==> src/rtl/board_link_tx_if.sv <==
// rtl/board_link_tx_if.sv - signal bundle between board_link_tx and its environment
//
// Purpose: groups the link pins, the board cell-memory read port and the Top
// status handshake so they travel as one port.
//   link   : request, ack_in (from remote), ack_out, data[3:0], valid (to remote)
//   memory : cell_addr[6:0], cell_rd (to memory), cell_din[3:0] (from memory)
//   control: enable (from Top), busy, done, error (to Top)
// Modports: master = the transmitter, slave = everything around it.

interface board_link_tx_if;
  logic       request;
  logic       ack_in;
  logic       ack_out;
  logic [3:0] data;
  logic       valid;
  logic [6:0] cell_addr;
  logic       cell_rd;
  logic [3:0] cell_din;
  logic       enable;
  logic       busy;
  logic       done;
  logic       error;

  modport master (
    input  request, ack_in, cell_din, enable,
    output ack_out, data, valid, cell_addr, cell_rd, busy, done, error
  );

  modport slave (
    output request, ack_in, cell_din, enable,
    input  ack_out, data, valid, cell_addr, cell_rd, busy, done, error
  );
endinterface

==> src/rtl/board_link_tx.sv <==
// rtl/board_link_tx.sv - sender side of the inter-board link (header + 81 cells)
//
// Purpose: on a remote request sends one HEADER word followed by CELLS board
// cells (address order), one 4-bit word per 4-phase valid/ack handshake.
// Ports:
//   clk        system clock
//   rst        synchronous active-high reset
//   bus        board_link_tx_if.master (link pins, cell memory port, Top status)
// Optional feature: define LINK_TIMEOUT_EN to abort when the remote does not
// acknowledge within TIMEOUT_CYCLES cycles.

module board_link_tx #(
  parameter int         CELLS          = 81,
  parameter logic [3:0] HEADER         = 4'hF,
  parameter int         SYNC_STAGES    = 2,
  parameter int         TIMEOUT_CYCLES = 1000000
) (
  input  logic            clk,
  input  logic            rst,
  board_link_tx_if.master bus
);

  typedef enum logic [2:0] {
    S_IDLE,
    S_LOAD_HDR,
    S_FETCH,
    S_CAPTURE,
    S_DRIVE,
    S_WAIT_HI,
    S_WAIT_LO,
    S_DONE
  } state_t;

  localparam logic [6:0] LAST_ADDR = 7'(CELLS - 1);

  state_t r_state;
  state_t w_state_nxt;

  logic [SYNC_STAGES-1:0] r_req_sync;
  logic [SYNC_STAGES-1:0] r_ack_sync;
  logic                   w_req_s;
  logic                   w_ack_s;

  logic [3:0] r_data,    w_data_nxt;
  logic       r_valid,   w_valid_nxt;
  logic       r_ack_out, w_ack_out_nxt;
  logic       r_busy,    w_busy_nxt;
  logic       r_done,    w_done_nxt;
  logic       r_error,   w_error_nxt;
  logic [6:0] r_cnt,     w_cnt_nxt;
  logic       r_hdr,     w_hdr_nxt;   // the word in flight is the header

  logic       w_in_xfer;
  logic       w_timeout;
  logic       w_start_ok;

  // request and ack_in come from another board's clock domain
  always_ff @(posedge clk) begin
    if (rst) begin
      r_req_sync <= '0;
      r_ack_sync <= '0;
    end else begin
      r_req_sync <= {r_req_sync[SYNC_STAGES-2:0], bus.request};
      r_ack_sync <= {r_ack_sync[SYNC_STAGES-2:0], bus.ack_in};
    end
  end

  assign w_req_s = r_req_sync[SYNC_STAGES-1];
  assign w_ack_s = r_ack_sync[SYNC_STAGES-1];

`ifdef LINK_TIMEOUT_EN
  localparam logic [19:0] WAIT_LAST = 20'(TIMEOUT_CYCLES - 1);

  logic [19:0] r_wait_cnt;
  logic        r_armed;     // request has been seen low in IDLE since the last timeout
  logic        w_in_wait;

  assign w_in_wait  = (r_state == S_WAIT_HI) || (r_state == S_WAIT_LO);
  assign w_timeout  = w_in_wait && (r_wait_cnt == WAIT_LAST);
  assign w_start_ok = r_armed;

  always_ff @(posedge clk) begin
    if (rst) begin
      r_wait_cnt <= '0;
      r_armed    <= 1'b0;
    end else begin
      // Any state change clears, which covers entry into both wait states.
      if (w_state_nxt != r_state) begin
        r_wait_cnt <= '0;
      end else if (w_in_wait) begin
        r_wait_cnt <= r_wait_cnt + 20'd1;
      end
      if (w_timeout) begin
        r_armed <= 1'b0;
      end else if ((r_state == S_IDLE) && !w_req_s) begin
        r_armed <= 1'b1;
      end
    end
  end
`else
  logic [31:0] w_unused_timeout;

  assign w_unused_timeout = TIMEOUT_CYCLES;
  assign w_timeout        = 1'b0;
  assign w_start_ok       = 1'b1;
`endif

  assign w_in_xfer = (r_state == S_LOAD_HDR) || (r_state == S_FETCH)  ||
                     (r_state == S_CAPTURE)  || (r_state == S_DRIVE)  ||
                     (r_state == S_WAIT_HI)  || (r_state == S_WAIT_LO);

  always_ff @(posedge clk) begin
    if (rst) begin
      r_state   <= S_IDLE;
      r_data    <= '0;
      r_valid   <= 1'b0;
      r_ack_out <= 1'b0;
      r_busy    <= 1'b0;
      r_done    <= 1'b0;
      r_error   <= 1'b0;
      r_cnt     <= '0;
      r_hdr     <= 1'b0;
    end else begin
      r_state   <= w_state_nxt;
      r_data    <= w_data_nxt;
      r_valid   <= w_valid_nxt;
      r_ack_out <= w_ack_out_nxt;
      r_busy    <= w_busy_nxt;
      r_done    <= w_done_nxt;
      r_error   <= w_error_nxt;
      r_cnt     <= w_cnt_nxt;
      r_hdr     <= w_hdr_nxt;
    end
  end

  always_comb begin
    w_state_nxt   = r_state;
    w_data_nxt    = r_data;
    w_valid_nxt   = r_valid;
    w_ack_out_nxt = r_ack_out;
    w_busy_nxt    = r_busy;
    w_done_nxt    = 1'b0;
    w_error_nxt   = 1'b0;
    w_cnt_nxt     = r_cnt;
    w_hdr_nxt     = r_hdr;

    // Abort is checked ahead of the state handling so it beats a
    // simultaneous ack in WAIT_HI.
    if (w_in_xfer && (!w_req_s || !bus.enable || w_timeout)) begin
      w_state_nxt = S_IDLE;
      w_valid_nxt = 1'b0;
      w_busy_nxt  = 1'b0;
      w_error_nxt = 1'b1;
    end else begin
      case (r_state)
        S_IDLE: begin
          w_valid_nxt   = 1'b0;
          w_ack_out_nxt = 1'b0;
          w_busy_nxt    = 1'b0;
          // ack must be low so a stale ack cannot complete the header
          if (w_req_s && bus.enable && !w_ack_s && w_start_ok) begin
            w_state_nxt = S_LOAD_HDR;
          end
        end
        S_LOAD_HDR: begin
          w_data_nxt  = HEADER;
          w_cnt_nxt   = '0;
          w_busy_nxt  = 1'b1;
          w_hdr_nxt   = 1'b1;
          w_state_nxt = S_DRIVE;
        end
        S_FETCH: begin
          w_state_nxt = S_CAPTURE;
        end
        S_CAPTURE: begin
          w_data_nxt  = bus.cell_din;
          w_state_nxt = S_DRIVE;
        end
        S_DRIVE: begin
          // data settled during the previous cycle; only now raise valid
          w_valid_nxt = 1'b1;
          w_state_nxt = S_WAIT_HI;
        end
        S_WAIT_HI: begin
          if (w_ack_s) begin
            w_valid_nxt = 1'b0;
            w_state_nxt = S_WAIT_LO;
          end
        end
        S_WAIT_LO: begin
          if (!w_ack_s) begin
            if (r_hdr) begin
              w_hdr_nxt   = 1'b0;
              w_cnt_nxt   = '0;
              w_state_nxt = S_FETCH;
            end else if (r_cnt == LAST_ADDR) begin
              w_ack_out_nxt = 1'b1;
              w_busy_nxt    = 1'b0;
              w_done_nxt    = 1'b1;
              w_state_nxt   = S_DONE;
            end else begin
              w_cnt_nxt   = r_cnt + 7'd1;
              w_state_nxt = S_FETCH;
            end
          end
        end
        S_DONE: begin
          // hold the completion flag until the remote withdraws its request
          if (!w_req_s) begin
            w_ack_out_nxt = 1'b0;
            w_state_nxt   = S_IDLE;
          end
        end
        default: begin
          w_state_nxt = S_IDLE;
        end
      endcase
    end
  end

  assign bus.cell_rd   = (r_state == S_FETCH);
  assign bus.cell_addr = (r_state == S_FETCH) ? r_cnt : 7'd0;
  assign bus.data      = r_data;
  assign bus.valid     = r_valid;
  assign bus.ack_out   = r_ack_out;
  assign bus.busy      = r_busy;
  assign bus.done      = r_done;
  assign bus.error     = r_error;

endmodule

==> src/flat_wrapper.sv <==
// flat-port wrapper written by rule: the top's interface ports become plain ports
module board_link_tx_flat 
#(
  parameter int         CELLS          = 81,
  parameter logic [3:0] HEADER         = 4'hF,
  parameter int         SYNC_STAGES    = 2,
  parameter int         TIMEOUT_CYCLES = 1000000
)
  (clk, rst, bus_request, bus_ack_in, bus_cell_din, bus_enable, bus_ack_out, bus_data, bus_valid, bus_cell_addr, bus_cell_rd, bus_busy, bus_done, bus_error);
  board_link_tx_if bus_i ();
  input  logic clk;
  input  logic rst;
  input wire logic [$bits(bus_i.request)-1:0] bus_request;
  input wire logic [$bits(bus_i.ack_in)-1:0] bus_ack_in;
  input wire logic [$bits(bus_i.cell_din)-1:0] bus_cell_din;
  input wire logic [$bits(bus_i.enable)-1:0] bus_enable;
  output wire logic [$bits(bus_i.ack_out)-1:0] bus_ack_out;
  output wire logic [$bits(bus_i.data)-1:0] bus_data;
  output wire logic [$bits(bus_i.valid)-1:0] bus_valid;
  output wire logic [$bits(bus_i.cell_addr)-1:0] bus_cell_addr;
  output wire logic [$bits(bus_i.cell_rd)-1:0] bus_cell_rd;
  output wire logic [$bits(bus_i.busy)-1:0] bus_busy;
  output wire logic [$bits(bus_i.done)-1:0] bus_done;
  output wire logic [$bits(bus_i.error)-1:0] bus_error;
  assign bus_i.request = bus_request;
  assign bus_i.ack_in = bus_ack_in;
  assign bus_i.cell_din = bus_cell_din;
  assign bus_i.enable = bus_enable;
  assign bus_ack_out = bus_i.ack_out;
  assign bus_data = bus_i.data;
  assign bus_valid = bus_i.valid;
  assign bus_cell_addr = bus_i.cell_addr;
  assign bus_cell_rd = bus_i.cell_rd;
  assign bus_busy = bus_i.busy;
  assign bus_done = bus_i.done;
  assign bus_error = bus_i.error;
  board_link_tx #(.CELLS(CELLS), .HEADER(HEADER), .SYNC_STAGES(SYNC_STAGES), .TIMEOUT_CYCLES(TIMEOUT_CYCLES)) u_core (.clk(clk), .rst(rst), .bus(bus_i));
endmodule
==> config.mk <==
export PLATFORM = sky130hd
export DESIGN_NAME = board_link_tx_flat
export DESIGN_NICKNAME = d
export VERILOG_FILES = /design/src/rtl/board_link_tx_if.sv /design/src/rtl/board_link_tx.sv /design/src/flat_wrapper.sv
export SDC_FILE = /design/constraint.sdc
export NUM_CORES = 1
export LEC_CHECK = 0
export BUFFER_PORTS_ARGS = -buffer_cell sky130_fd_sc_hd__buf_2
export CAP_MARGIN = 25
export CORE_ASPECT_RATIO = 0.8
export CORE_MARGIN = 2
export CORE_UTILIZATION = 46
export CTS_BUF_LIST = sky130_fd_sc_hd__clkbuf_8
export DETAILED_ROUTE_END_ITERATION = 12
export GPL_TIMING_DRIVEN = 0
export PLACE_DENSITY_LB_ADDON = 0.1
export SYNTH_ARGS = -nofsm -noshare
export SYNTH_HDL_FRONTEND = slang
export SYNTH_SLANG_ARGS = --single-unit
==> constraint.sdc <==
create_clock -name clk -period 3.75 [get_ports clk]
set_input_delay 0.5625 -clock clk [delete_from_list [all_inputs] [get_ports clk]]
set_output_delay 0.5625 -clock clk [all_outputs]
set_load 0.01 [all_outputs]
==> metrics.log <==
INFO  metric drv.max_cap_violation_count = 0
INFO  metric cp_data_required_time = 3190 ps
INFO  metric worst_slew_margin_rel = 62.4%
INFO  metric ctsHoldBuffers = 0
INFO  metric fin_skew = 10.7 ps
INFO  metric timing.critical_path.to_type = primary output
INFO  metric syn_nets = 166
INFO  metric dieHeight = 52.0 um
INFO  metric detail_route.wirelength = 2.99 mm
INFO  metric dpl_worst_slack = 1800 ps
INFO  metric commonest_register_cell_after_synthesis = sky130_fd_sc_hd__dfxtp_1
INFO  metric leading_cell_types_in_the_layout_fill_and_taps_excluded = sky130_fd_sc_hd__buf_2, sky130_fd_sc_hd__dfxtp_1, sky130_fd_sc_hd__nor2_1
INFO  metric holdWs = 446 ps
INFO  metric pwr-share-comb = 8.2%
INFO  metric dpl.hpwl = 2.16 mm
INFO  metric synth-edff-count = 0
INFO  metric ir_drop = 190 uV
INFO  metric post_drt_via_cell_ratio = 5.49
INFO  metric grt_setup_unrepaired = no
INFO  metric clock_sinks = 24
INFO  metric min_from = u_core.r_ack_sync[0]
INFO  metric antenna_cells_inserted = 0
INFO  metric critical_path.max_fanout = 10
INFO  metric critical_path.max_stage_delay = 310 ps
INFO  metric timing.reg2reg.worst_path_depth = 4
INFO  metric drtAntennaViolNets = 0
INFO  metric start_util = 48.2%
INFO  metric final_nets = 195
INFO  metric switching_share = 23.9%
INFO  metric detail_route.wl_per_cell = 13.5 um
INFO  metric max_slew.worst_pin.slew = 563 ps
INFO  metric min_path_cells = 1
INFO  metric net-switching-power = 116 uW
INFO  metric num_vias = 1213
INFO  metric min_to = u_core.r_ack_sync[1]
INFO  metric clock_tree.htree_level_count = 1
INFO  metric placeableCoreArea = 2740 sq um
INFO  metric cts.path.max_buffers = 2
INFO  metric timing.final.crit_share = 60.5%
INFO  metric drt_first_iter_violations = 80
INFO  metric mostFrequentLayoutCell = sky130_fd_sc_hd__buf_2
INFO  metric post_cts_clock_slew_at_the_launch_and_capture_registers_of_the_worst_setup_and_hold_paths = 90 ps
INFO  metric ys_seq_area_share = 36.3%
INFO  metric worst_path_max_delay_cell = sky130_fd_sc_hd__dfxtp_1
INFO  metric internal_power = 369 uW
INFO  metric post_synth.cell_area_avg = 8.54 sq um
INFO  metric place.gp.congestion = 0.790
INFO  metric startpoint_type = flop
INFO  metric post-route-min-period = 2270 ps
INFO  metric ff2ff_setup_slack = 2000 ps
INFO  metric crit_arrival = 1700 ps
INFO  metric row_count = 17
INFO  metric grt_first_pass_wirelength = 4.86 mm
INFO  metric clock_latency = 280 ps
INFO  metric synth_register_bits = 24
INFO  metric static-leakage-power = 0.647 nW
INFO  metric layout-drive-gt1-share = 26.8%
INFO  metric criticalPathCategory = reg -> out
INFO  metric finalHoldViolations = 0
INFO  metric slew_violations = 0
INFO  metric tritoncts = built
INFO  metric synthCells = 155
INFO  metric design.die.area = 3330 sq um
INFO  metric drt_drc_violations_left = 0
INFO  metric synthesis.area = 1320 sq um
INFO  metric pin_count = 26
INFO  metric post_cts_buffers = 0
INFO  metric setup_viol = 0
INFO  metric cts-root-buf = sky130_fd_sc_hd__clkbuf_8
INFO  metric ys_async_sr_fraction = 0%
INFO  metric area_delta_synth_final = 16.8%
INFO  metric grt_max_degree = 14
INFO  metric antenna_found_initial = 0
INFO  metric grt_use_total = 19.1%
INFO  metric first_global_vias = 1026
INFO  metric max_freq = 441 MHz
INFO  metric grt_remaining_overflow = 0
INFO  metric final.setup.worst_slack = 1480 ps
INFO  metric worst_hold_path_type = reg -> reg
INFO  metric reg2reg_from = u_core.r_cnt[2]
INFO  metric post_synth_num_cell_types = 51
INFO  metric detailedRoute.firstPassIterationCount = 4
INFO  metric cells_along_the_critical_path = buf_2 -> buf_2 -> nand2b_1 -> nor2_1 -> and2_2 -> buf_2
INFO  metric seqPwrFrac = 53.8%
INFO  metric power_per_cell_area = 314 nW/um^2
INFO  metric run_status = complete, no violations
INFO  metric worst_path_most_repeated_cell = sky130_fd_sc_hd__buf_2
INFO  metric clockPowerShare = 38.0%
INFO  metric fillers = 261
INFO  metric floorplan.die.width = 64.0 um
INFO  metric cts_inserted_buffers = 3
INFO  metric count_of_synthesis_stage_warnings_from_yosys = 0
INFO  metric io_buffer_count = 24
INFO  metric worst_r2r_endpoint = u_core.bus.ack_out
INFO  metric cts_resized = 0
INFO  metric fin_setup_tns = 0 ps
[worst max-delay path by stage]
stage / from / endpoint / cells past startpoint
5_1_grt: u_core.r_state[0] / bus_cell_addr[2] / 6
2_1_floorplan: u_core.r_state[0] / bus_cell_addr[2] / 5
4_1_cts: u_core.r_state[0] / bus_cell_addr[2] / 6
6_report: u_core.r_state[0] / bus_cell_addr[2] / 6
3_5_place_dp: u_core.r_state[0] / bus_cell_addr[2] / 6
3_3_place_gp: u_core.r_state[0] / bus_cell_addr[2] / 6
[worst max-delay path: cells and delay by family, from the launching register on]
kind | cells | cell delay (ps)
buffers and inverters | 3 | 480
flip-flops | 1 | 310
AND/OR/NAND/NOR | 3 | 650
[kinds of logic (layout without fill, tap and decap cells)]
kind of cell    Yosys count  count (layout)  synth area share [%]
compound gates           40              40                  22.5
fa+ha+maj                 2               2                  1.89
buf+inv                  19              47                  6.43
flops                    24              24                  36.3
mux                       1               1                  1.13
simple gates             69              69                  31.8
[state kept, by name, indices dropped and copies added, names as in the netlist]
| register | flops |
|---|---|
| u_core.bus.ack_out | 1 |
| u_core.bus.busy | 1 |
| u_core.bus.data | 4 |
| u_core.bus.done | 1 |
| u_core.bus.error | 1 |
| u_core.bus.valid | 1 |
| u_core.r_ack_sync | 2 |
| u_core.r_cnt | 7 |
| u_core.r_hdr | 1 |
| u_core.r_req_sync | 2 |
| u_core.r_state | 3 |
[cells in the mapped netlist, drive strengths merged (5+ instances only)]
cell type  instances  area share, %
nor2b              7            3.3
a21oi              7            2.6
nor3b              5            3.2
nand2              7            2.0
inv                9            2.6
nor3               9            3.8
and2               5            2.5
o22a               5            3.4
nor2              13            3.7
o21ai              7            2.6
buf                7            3.0
dfxtp             24             36
[power groups by stage]
stage | sequential, mW | clock, mW | combinational [mW]
3_5_place_dp | 0.267 | 0 | 0.0390
4_1_cts | 0.261 | 0.187 | 0.0392
2_1_floorplan | 0.267 | 0 | 0.0272
5_1_grt | 0.262 | 0.194 | 0.0441
6_report | 0.262 | 0.184 | 0.0397
3_3_place_gp | 0.267 | 0 | 0.0380
[routing by layer]
metal	routed length (um)	track usage, %
met1	1610	26.8
met5	0	0
met3	175	5.19
met2	1180	28.5
met4	25	5.43
[stage by stage]
| step | instance area, sq um | utilization [%] | cells | total power, mW |
|---|---|---|---|---|
| after floorplan | 1320 | - | 155 | 0.294 |
| after global placement | 1490 | 54.4 | 217 | 0.305 |
| after detailed placement | 1490 | 54.4 | 217 | 0.306 |
| after CTS | 1550 | 56.4 | 221 | 0.488 |
| after global routing | 1550 | 56.4 | 221 | 0.500 |
| final | 1550 | 56.4 | 221 | 0.486 |
[area by class of cell]
cell class	instances	area (sq um)	share of cell area, %
Timing Repair Buffer	24	120	7.77
Tap cell	38	47.5	3.07
Clock buffer	4	55.1	3.56
Sequential cell	24	480	31.1
Multi-Input combinational cell	112	758	49.0
Inverter	9	33.8	2.18
Buffer	10	51.3	3.32
Note: power is estimated with default switching activity, not from simulation.
